$ cat config.mk
export PLATFORM = sky130hd
export DESIGN_NAME = dmem_lsu_flat
export DESIGN_NICKNAME = d
export VERILOG_FILES = /design/src/rtl/dmem_lsu_if.sv /design/src/rtl/dmem_lsu.sv /design/src/flat_wrapper.sv
export SDC_FILE = /design/constraint.sdc
export NUM_CORES = 1
export LEC_CHECK = 0
export CORE_ASPECT_RATIO = 0.5
export CORE_MARGIN = 1.5
export CORE_UTILIZATION = 42
export DETAILED_ROUTE_END_ITERATION = 10
export GPL_TIMING_DRIVEN = 0
export PLACE_DENSITY = 0.77
export SLEW_MARGIN = 15
export SYNTH_ARGS = -nofsm -noshare
export SYNTH_HDL_FRONTEND = slang
export SYNTH_SLANG_ARGS = --single-unit
$ cat constraint.sdc
create_clock -name clk -period 1.85 [get_ports clk]
set_input_delay 0.4625 -clock clk [delete_from_list [all_inputs] [get_ports clk]]
set_output_delay 0.4625 -clock clk [all_outputs]
set_load 0.1 [all_outputs]
$ cat src/rtl/dmem_lsu_if.sv
// Bundle between the execute stage, the load/store unit and the data memory.
// Ports: master = CPU side plus memory read data, slave = the load/store unit.
`timescale 1ns/1ps
interface dmem_lsu_if #(
    parameter int ADDR_W = 11
);
    logic              req;
    logic [2:0]        op;
    logic [31:0]       addr;
    logic [31:0]       wdata;
    logic              busy;
    logic              done;
    logic              err;
    logic [31:0]       rdata;
    logic              dm_ena;
    logic              dm_w;
    logic              dm_r;
    logic [ADDR_W-1:0] dm_addr;
    logic [31:0]       dm_wdata;
    logic [31:0]       dm_rdata;

    modport master (
        output req, op, addr, wdata, dm_rdata,
        input  busy, done, err, rdata,
        input  dm_ena, dm_w, dm_r, dm_addr, dm_wdata
    );

    modport slave (
        input  req, op, addr, wdata, dm_rdata,
        output busy, done, err, rdata,
        output dm_ena, dm_w, dm_r, dm_addr, dm_wdata
    );
endinterface

$ cat src/rtl/dmem_lsu.sv
// Load/store unit: byte addresses to word memory, sub-word loads, RMW stores.
// Ports: clk, rst_n (async low), bus (dmem_lsu_if.slave: CPU req/resp + memory
// strobes). Macro DMEM_LSU_ALIGN_CHECK_EN enables misalignment errors.
`timescale 1ns/1ps
module dmem_lsu #(
    parameter int          ADDR_W    = 11,
    parameter logic [31:0] BASE_ADDR = 32'h1001_0000
) (
    input  logic      clk,
    input  logic      rst_n,
    dmem_lsu_if.slave bus
);
    localparam logic [2:0] OP_LW  = 3'd0;
    localparam logic [2:0] OP_LB  = 3'd1;
    localparam logic [2:0] OP_LBU = 3'd2;
    localparam logic [2:0] OP_LH  = 3'd3;
    localparam logic [2:0] OP_LHU = 3'd4;
    localparam logic [2:0] OP_SW  = 3'd5;
    localparam logic [2:0] OP_SB  = 3'd6;
    localparam logic [2:0] OP_SH  = 3'd7;

    typedef enum logic [1:0] {S_IDLE, S_RD, S_WR, S_DONE} state_t;

    state_t            r_state;
    state_t            w_next;
    logic [2:0]        r_op;
    logic [1:0]        r_lo;
    logic [31:0]       r_wdata;
    logic [31:0]       r_word;
    logic [31:0]       r_rdata;
    logic [ADDR_W-1:0] r_idx;
    logic              r_err;

    logic              w_half;
    logic              w_word;
    logic              w_mis;
    logic              w_rmw;
    logic              w_load;
    logic [ADDR_W-1:0] w_idx;
    logic [31:0]       w_bl;
    logic [31:0]       w_hl;
    logic [31:0]       w_ext;
    logic [31:0]       w_mask;
    logic [31:0]       w_ins;
    logic [31:0]       w_merge;

    assign w_half = (bus.op == OP_LH) || (bus.op == OP_LHU) ||
                    (bus.op == OP_SH);
    assign w_word = (bus.op == OP_LW) || (bus.op == OP_SW);

`ifdef DMEM_LSU_ALIGN_CHECK_EN
    assign w_mis = (w_half & bus.addr[0]) |
                   (w_word & (bus.addr[1:0] != 2'b00));
`else
    // Low bits are simply ignored by the lane selects below.
    assign w_mis = 1'b0 & w_half & w_word;
`endif

    // Bits above the word index are dropped, so the index wraps.
    assign w_idx  = ADDR_W'((bus.addr - BASE_ADDR) >> 2);
    assign w_rmw  = (r_op == OP_SB) || (r_op == OP_SH);
    assign w_load = (r_op <= OP_LHU);

    always_comb begin
        w_next = r_state;
        unique case (r_state)
            S_IDLE: begin
                if (bus.req) begin
                    if (w_mis)
                        w_next = S_DONE;
                    else if (bus.op == OP_SW)
                        w_next = S_WR;
                    else
                        w_next = S_RD;
                end
            end
            S_RD:    w_next = w_rmw ? S_WR : S_DONE;
            S_WR:    w_next = S_DONE;
            S_DONE:  w_next = S_IDLE;
            default: w_next = S_IDLE;
        endcase
    end

    // Lane extraction; halfword lane uses addr[1] only.
    always_comb begin
        w_bl  = bus.dm_rdata >> {r_lo, 3'b000};
        w_hl  = bus.dm_rdata >> {r_lo[1], 4'b0000};
        w_ext = bus.dm_rdata;
        unique case (r_op)
            OP_LB:   w_ext = {{24{w_bl[7]}}, w_bl[7:0]};
            OP_LBU:  w_ext = {24'h0, w_bl[7:0]};
            OP_LH:   w_ext = {{16{w_hl[15]}}, w_hl[15:0]};
            OP_LHU:  w_ext = {16'h0, w_hl[15:0]};
            default: w_ext = bus.dm_rdata;
        endcase
    end

    // Store merge: SW uses a full mask so the captured word drops out.
    always_comb begin
        w_mask = 32'hFFFF_FFFF;
        w_ins  = r_wdata;
        unique case (r_op)
            OP_SB: begin
                w_mask = 32'h0000_00FF << {r_lo, 3'b000};
                w_ins  = {4{r_wdata[7:0]}};
            end
            OP_SH: begin
                w_mask = 32'h0000_FFFF << {r_lo[1], 4'b0000};
                w_ins  = {2{r_wdata[15:0]}};
            end
            default: begin
                w_mask = 32'hFFFF_FFFF;
                w_ins  = r_wdata;
            end
        endcase
        w_merge = (r_word & ~w_mask) | (w_ins & w_mask);
    end

    always_ff @(posedge clk or negedge rst_n) begin
        if (!rst_n) begin
            r_state <= S_IDLE;
            r_op    <= OP_LW;
            r_lo    <= 2'b00;
            r_wdata <= 32'h0;
            r_word  <= 32'h0;
            r_rdata <= 32'h0;
            r_idx   <= '0;
            r_err   <= 1'b0;
        end else begin
            r_state <= w_next;
            unique case (r_state)
                S_IDLE: begin
                    if (bus.req) begin
                        r_op    <= bus.op;
                        r_lo    <= bus.addr[1:0];
                        r_wdata <= bus.wdata;
                        r_idx   <= w_idx;
                        r_err   <= w_mis;
                    end
                end
                S_RD: begin
                    r_word <= bus.dm_rdata;
                    if (w_load)
                        r_rdata <= w_ext;
                end
                S_DONE:  r_err <= 1'b0;
                default: ;
            endcase
        end
    end

    assign bus.busy     = (r_state != S_IDLE);
    assign bus.done     = (r_state == S_DONE);
    assign bus.err      = r_err;
    assign bus.rdata    = r_rdata;
    assign bus.dm_ena   = (r_state == S_RD) || (r_state == S_WR);
    assign bus.dm_r     = (r_state == S_RD);
    assign bus.dm_w     = (r_state == S_WR);
    assign bus.dm_addr  = r_idx;
    assign bus.dm_wdata = w_merge;
endmodule

$ cat src/flat_wrapper.sv
// flat-port wrapper written by rule: the top's interface ports become plain ports
module dmem_lsu_flat 
#(
    parameter int          ADDR_W    = 11,
    parameter logic [31:0] BASE_ADDR = 32'h1001_0000
)
  (clk, rst_n, bus_req, bus_op, bus_addr, bus_wdata, bus_dm_rdata, bus_busy, bus_done, bus_err, bus_rdata, bus_dm_ena, bus_dm_w, bus_dm_r, bus_dm_addr, bus_dm_wdata);
  dmem_lsu_if #(.ADDR_W(ADDR_W)) bus_i ();
  input  logic clk;
  input  logic rst_n;
  input wire logic [$bits(bus_i.req)-1:0] bus_req;
  input wire logic [$bits(bus_i.op)-1:0] bus_op;
  input wire logic [$bits(bus_i.addr)-1:0] bus_addr;
  input wire logic [$bits(bus_i.wdata)-1:0] bus_wdata;
  input wire logic [$bits(bus_i.dm_rdata)-1:0] bus_dm_rdata;
  output wire logic [$bits(bus_i.busy)-1:0] bus_busy;
  output wire logic [$bits(bus_i.done)-1:0] bus_done;
  output wire logic [$bits(bus_i.err)-1:0] bus_err;
  output wire logic [$bits(bus_i.rdata)-1:0] bus_rdata;
  output wire logic [$bits(bus_i.dm_ena)-1:0] bus_dm_ena;
  output wire logic [$bits(bus_i.dm_w)-1:0] bus_dm_w;
  output wire logic [$bits(bus_i.dm_r)-1:0] bus_dm_r;
  output wire logic [$bits(bus_i.dm_addr)-1:0] bus_dm_addr;
  output wire logic [$bits(bus_i.dm_wdata)-1:0] bus_dm_wdata;
  assign bus_i.req = bus_req;
  assign bus_i.op = bus_op;
  assign bus_i.addr = bus_addr;
  assign bus_i.wdata = bus_wdata;
  assign bus_i.dm_rdata = bus_dm_rdata;
  assign bus_busy = bus_i.busy;
  assign bus_done = bus_i.done;
  assign bus_err = bus_i.err;
  assign bus_rdata = bus_i.rdata;
  assign bus_dm_ena = bus_i.dm_ena;
  assign bus_dm_w = bus_i.dm_w;
  assign bus_dm_r = bus_i.dm_r;
  assign bus_dm_addr = bus_i.dm_addr;
  assign bus_dm_wdata = bus_i.dm_wdata;
  dmem_lsu #(.ADDR_W(ADDR_W), .BASE_ADDR(BASE_ADDR)) u_core (.clk(clk), .rst_n(rst_n), .bus(bus_i));
endmodule
==> impl_metrics.yaml <==
min_path:
  min_path_type: "reg2reg"
synth:
  synth_flop_cell: "dfrtp_1"
  synth_area_per_cell_um2: 11.2
  synth_most_common_cell: "dfrtp_1"
  synth_fp_nets: 612
  ys_seq_area_share_pct: 50.5
  yosysTopAreaCellShare_pct: 50.5
  synth_cells: 505
  yosys_warnings: 0
  ys_top_cells_by_count: "dfrtp_1 (114), mux2_2 (100), nand2_1 (58)"
  ys_types: 47
  synth_area_leaders: "dfrtp_1 (51%), mux2_2 (20%), mux2i_1 (4.3%)"
  synth-edff-count: 0
  async_flop_share_pct: 100
  ys_ff_latch: 114
  post-synth-top-area-cell: "dfrtp_1"
  syn_area_um2: 5650
clock_network:
  cts.sinks: 114
  cts_buffers: 17
  clk_pin_slew_ns: 0.06
  clock_path_buffers: 2
  cts_tree: "done"
  h-tree-depth: 4
  clockRootBuffer: "clkbuf_16"
  worstSkewPairLatency_ns: 0.42
routing:
  drt_pass1_iterations: 5
  wl_per_cell_um: 25.3
  routed_wl_um: 23100
  drt_iter0_markers: 579
  vias: 5388
  postRouteAntennaNets: 0
  drcViolationCount: 0
  via_per_inst: 5.91
worst_setup_path:
  slowest_delay_ns: 0.43
  critPathBufInv: 3
  end_kind: "output pin"
  r2r_setup_slack_ns: -0.20
  crit_slowest_cell: "dfrtp_1"
  critPathMaxFanout: 6
  cp_top_family: "buffers and inverters"
  cp.arrival_ns: 2.04
  path_class: "reg2out"
  required_ns: 1.39
  critPathMostFrequentCell: "buf_12"
  start_kind: "flop"
  crit_chain: "buf_6 > buf_12 > mux2i_1 > nor3_1 > a221o_4 > buf_12"
run:
  cap_violations: 0
sta:
  slew_headroom_pct: 62.3
  rsz0062_at_grt: "yes"
  fin_ws_ns: -0.649
  setup_viol: 58
  finalClockSkew_ns: 0.0100
  fin_crit_ns: 2.50
  worst_slew_pin_slew_ns: 0.569
  drv_slew: 0
  fin_crit_sh_pct: 135
  finalHoldViolCount: 0
  fmax_mhz: 400
cells_and_area:
  nFillCells: 724
  nNetsFinal: 834
  design_area_um2: 9890
  final_core_util_pct: 76.8
  multi_input_comb_area_um2: 3380
  regArea_um2: 2860
  syn2layout_area_growth_pct: 75.1
  drive_above_1_share_pct: 51.4
placement:
  place_congestion: 0.872
  hpwl_um: 13400
  dpl-instance-area_um2: 7970
  io_buffers: 162
floorplan:
  die_area_um2: 14200
  num_rows: 29
  die_x_um: 167
  core-area_um2: 12900
  num_io_pins: 183
  initial_core_util_pct: 43.8
  die_h_um: 85
global_routing:
  grt_pass1_vias: 5468
  grt_util_all_layers_pct: 30.7
  grt_max_degree: 79
  grt_pass1_wl_um: 32400
  antenna_found_initial: 1
  grt.overflow.total: 0
outcome:
  status: "complete, but fails checks"
  failed_checks: "negative setup slack"
sequential cells by signal (all words and copies together) (netlist names):
name / cells
u_core.r_state: 2
u_core.r_wdata: 32
u_core.r_lo: 2
u_core.r_word: 32
u_core.bus.dm_addr: 11
u_core.r_op: 3
u_core.bus.rdata: 32
routing by layer:
| layer | up-vias | global-route usage [%] | routed length [µm] |
|---|---|---|---|
| met5 | - | 0 | 0 |
| met4 | 0 | 13.1 | 837 |
| met3 | 74 | 7.88 | 2090 |
| met2 | 321 | 48.8 | 10700 |
| met1 | 2711 | 40.3 | 9450 |
| li1 | 2282 | - | - |
placed cells by master, fill, tap and decap left out, types with 5 or more instances in the layout:
cell type / instances
a31oi_1: 20
a21oi_2: 7
buf_12: 42
clkbuf_2: 8
mux2_2: 92
clkdlybuf4s18_2: 5
clkbuf_16: 19
a21oi_1: 16
a222oi_1: 6
mux2i_4: 13
nand2_4: 8
buf_2: 5
mux2i_1: 9
nor2_1: 34
buf_4: 33
o21ai_4: 26
nand2_2: 5
clkdlybuf4s15_2: 35
clkdlybuf4s50_1: 78
nand2_1: 44
buf_6: 17
dfrtp_1: 110
mux2_4: 8
o22ai_1: 9
kinds of logic (layout without fill, tap and decap cells):
logic type	after synthesis	after routing	share of synthesized area [%]
adders and majority gates	5	5	1.11
other	1	3	0.0664
DFF	114	114	50.5
buffers and inverters	40	274	3.21
and+or+nand+nor	112	113	8.48
xor gates and xnor gates	1	1	0.155
AOI/OAI and AO/OA	107	107	11.9
muxes	125	125	24.6
area by class of cell:
cell class	instances	share of cell area (%)
plain buffers	33	3.49
clock buffers	18	4.44
well taps	170	2.15
diodes	2	0.0506
multi-input cells	352	34.2
inverters	5	0.253
flip-flops and latches	114	28.9
clock inverters	14	2.02
repair buffers	204	24.5
worst paths after layout:
check / depth (start not counted) / start / endpoint
worst max-delay path: 6 / u_core.r_op[0]$_DFFE_PN0P_ / bus_dm_wdata[31]
worst min-delay path: 1 / u_core.bus.dm_addr[2]$_DFFE_PN0P_ / u_core.bus.dm_addr[2]$_DFFE_PN0P_
worst max register to register: 7 / u_core.r_lo[1]$_DFFE_PN0P_ / u_core.bus.rdata[14]$_DFFE_PN0P_
worst min register to register: 1 / u_core.bus.dm_addr[2]$_DFFE_PN0P_ / u_core.bus.dm_addr[2]$_DFFE_PN0P_
max in group asynchronous: 3 / rst_n / u_core.r_lo[1]$_DFFE_PN0P_
min in group asynchronous: 2 / rst_n / u_core.r_wdata[7]$_DFFE_PN0P_
per-stage QoR:
stage / instances / hold WS (ns) / setup TNS [ns] / setup slack, ns
finish: 912 / 0.510 / -20.56 / -0.649
global placement: 837 / 0.486 / -543.36 / -4.12
detailed placement: 838 / 0.385 / -77.16 / -1.44
CTS: 897 / 0.508 / -18.44 / -0.529
global route: 910 / 0.541 / -22.77 / -0.671
floorplan: 505 / 0.167 / -6.59 / -0.256
worst register-to-register path, stage by stage (launching register included):
cell      delay, ns
dfrtp_2        0.41
buf_4          0.15
mux4_2         0.51
buf_4          0.16
o311ai_2       0.24
and2_1         0.21
buf_6          0.14
a21oi_1        0.08
timing repair:
item | 4_1_cts | 5_1_grt
gates resized for setup | 552 | 58
hold buffers | 1 | 0
buffers inserted | 24 | 13
endpoints found under the hold margin | 36 | 0
setup endpoints to repair | 149 | 123
gates cloned | 4 | 1
pin swaps | 13 | 18
Power is not shown: default switching activity piles up to over one toggle a cycle in this logic, so the estimate is an artifact.
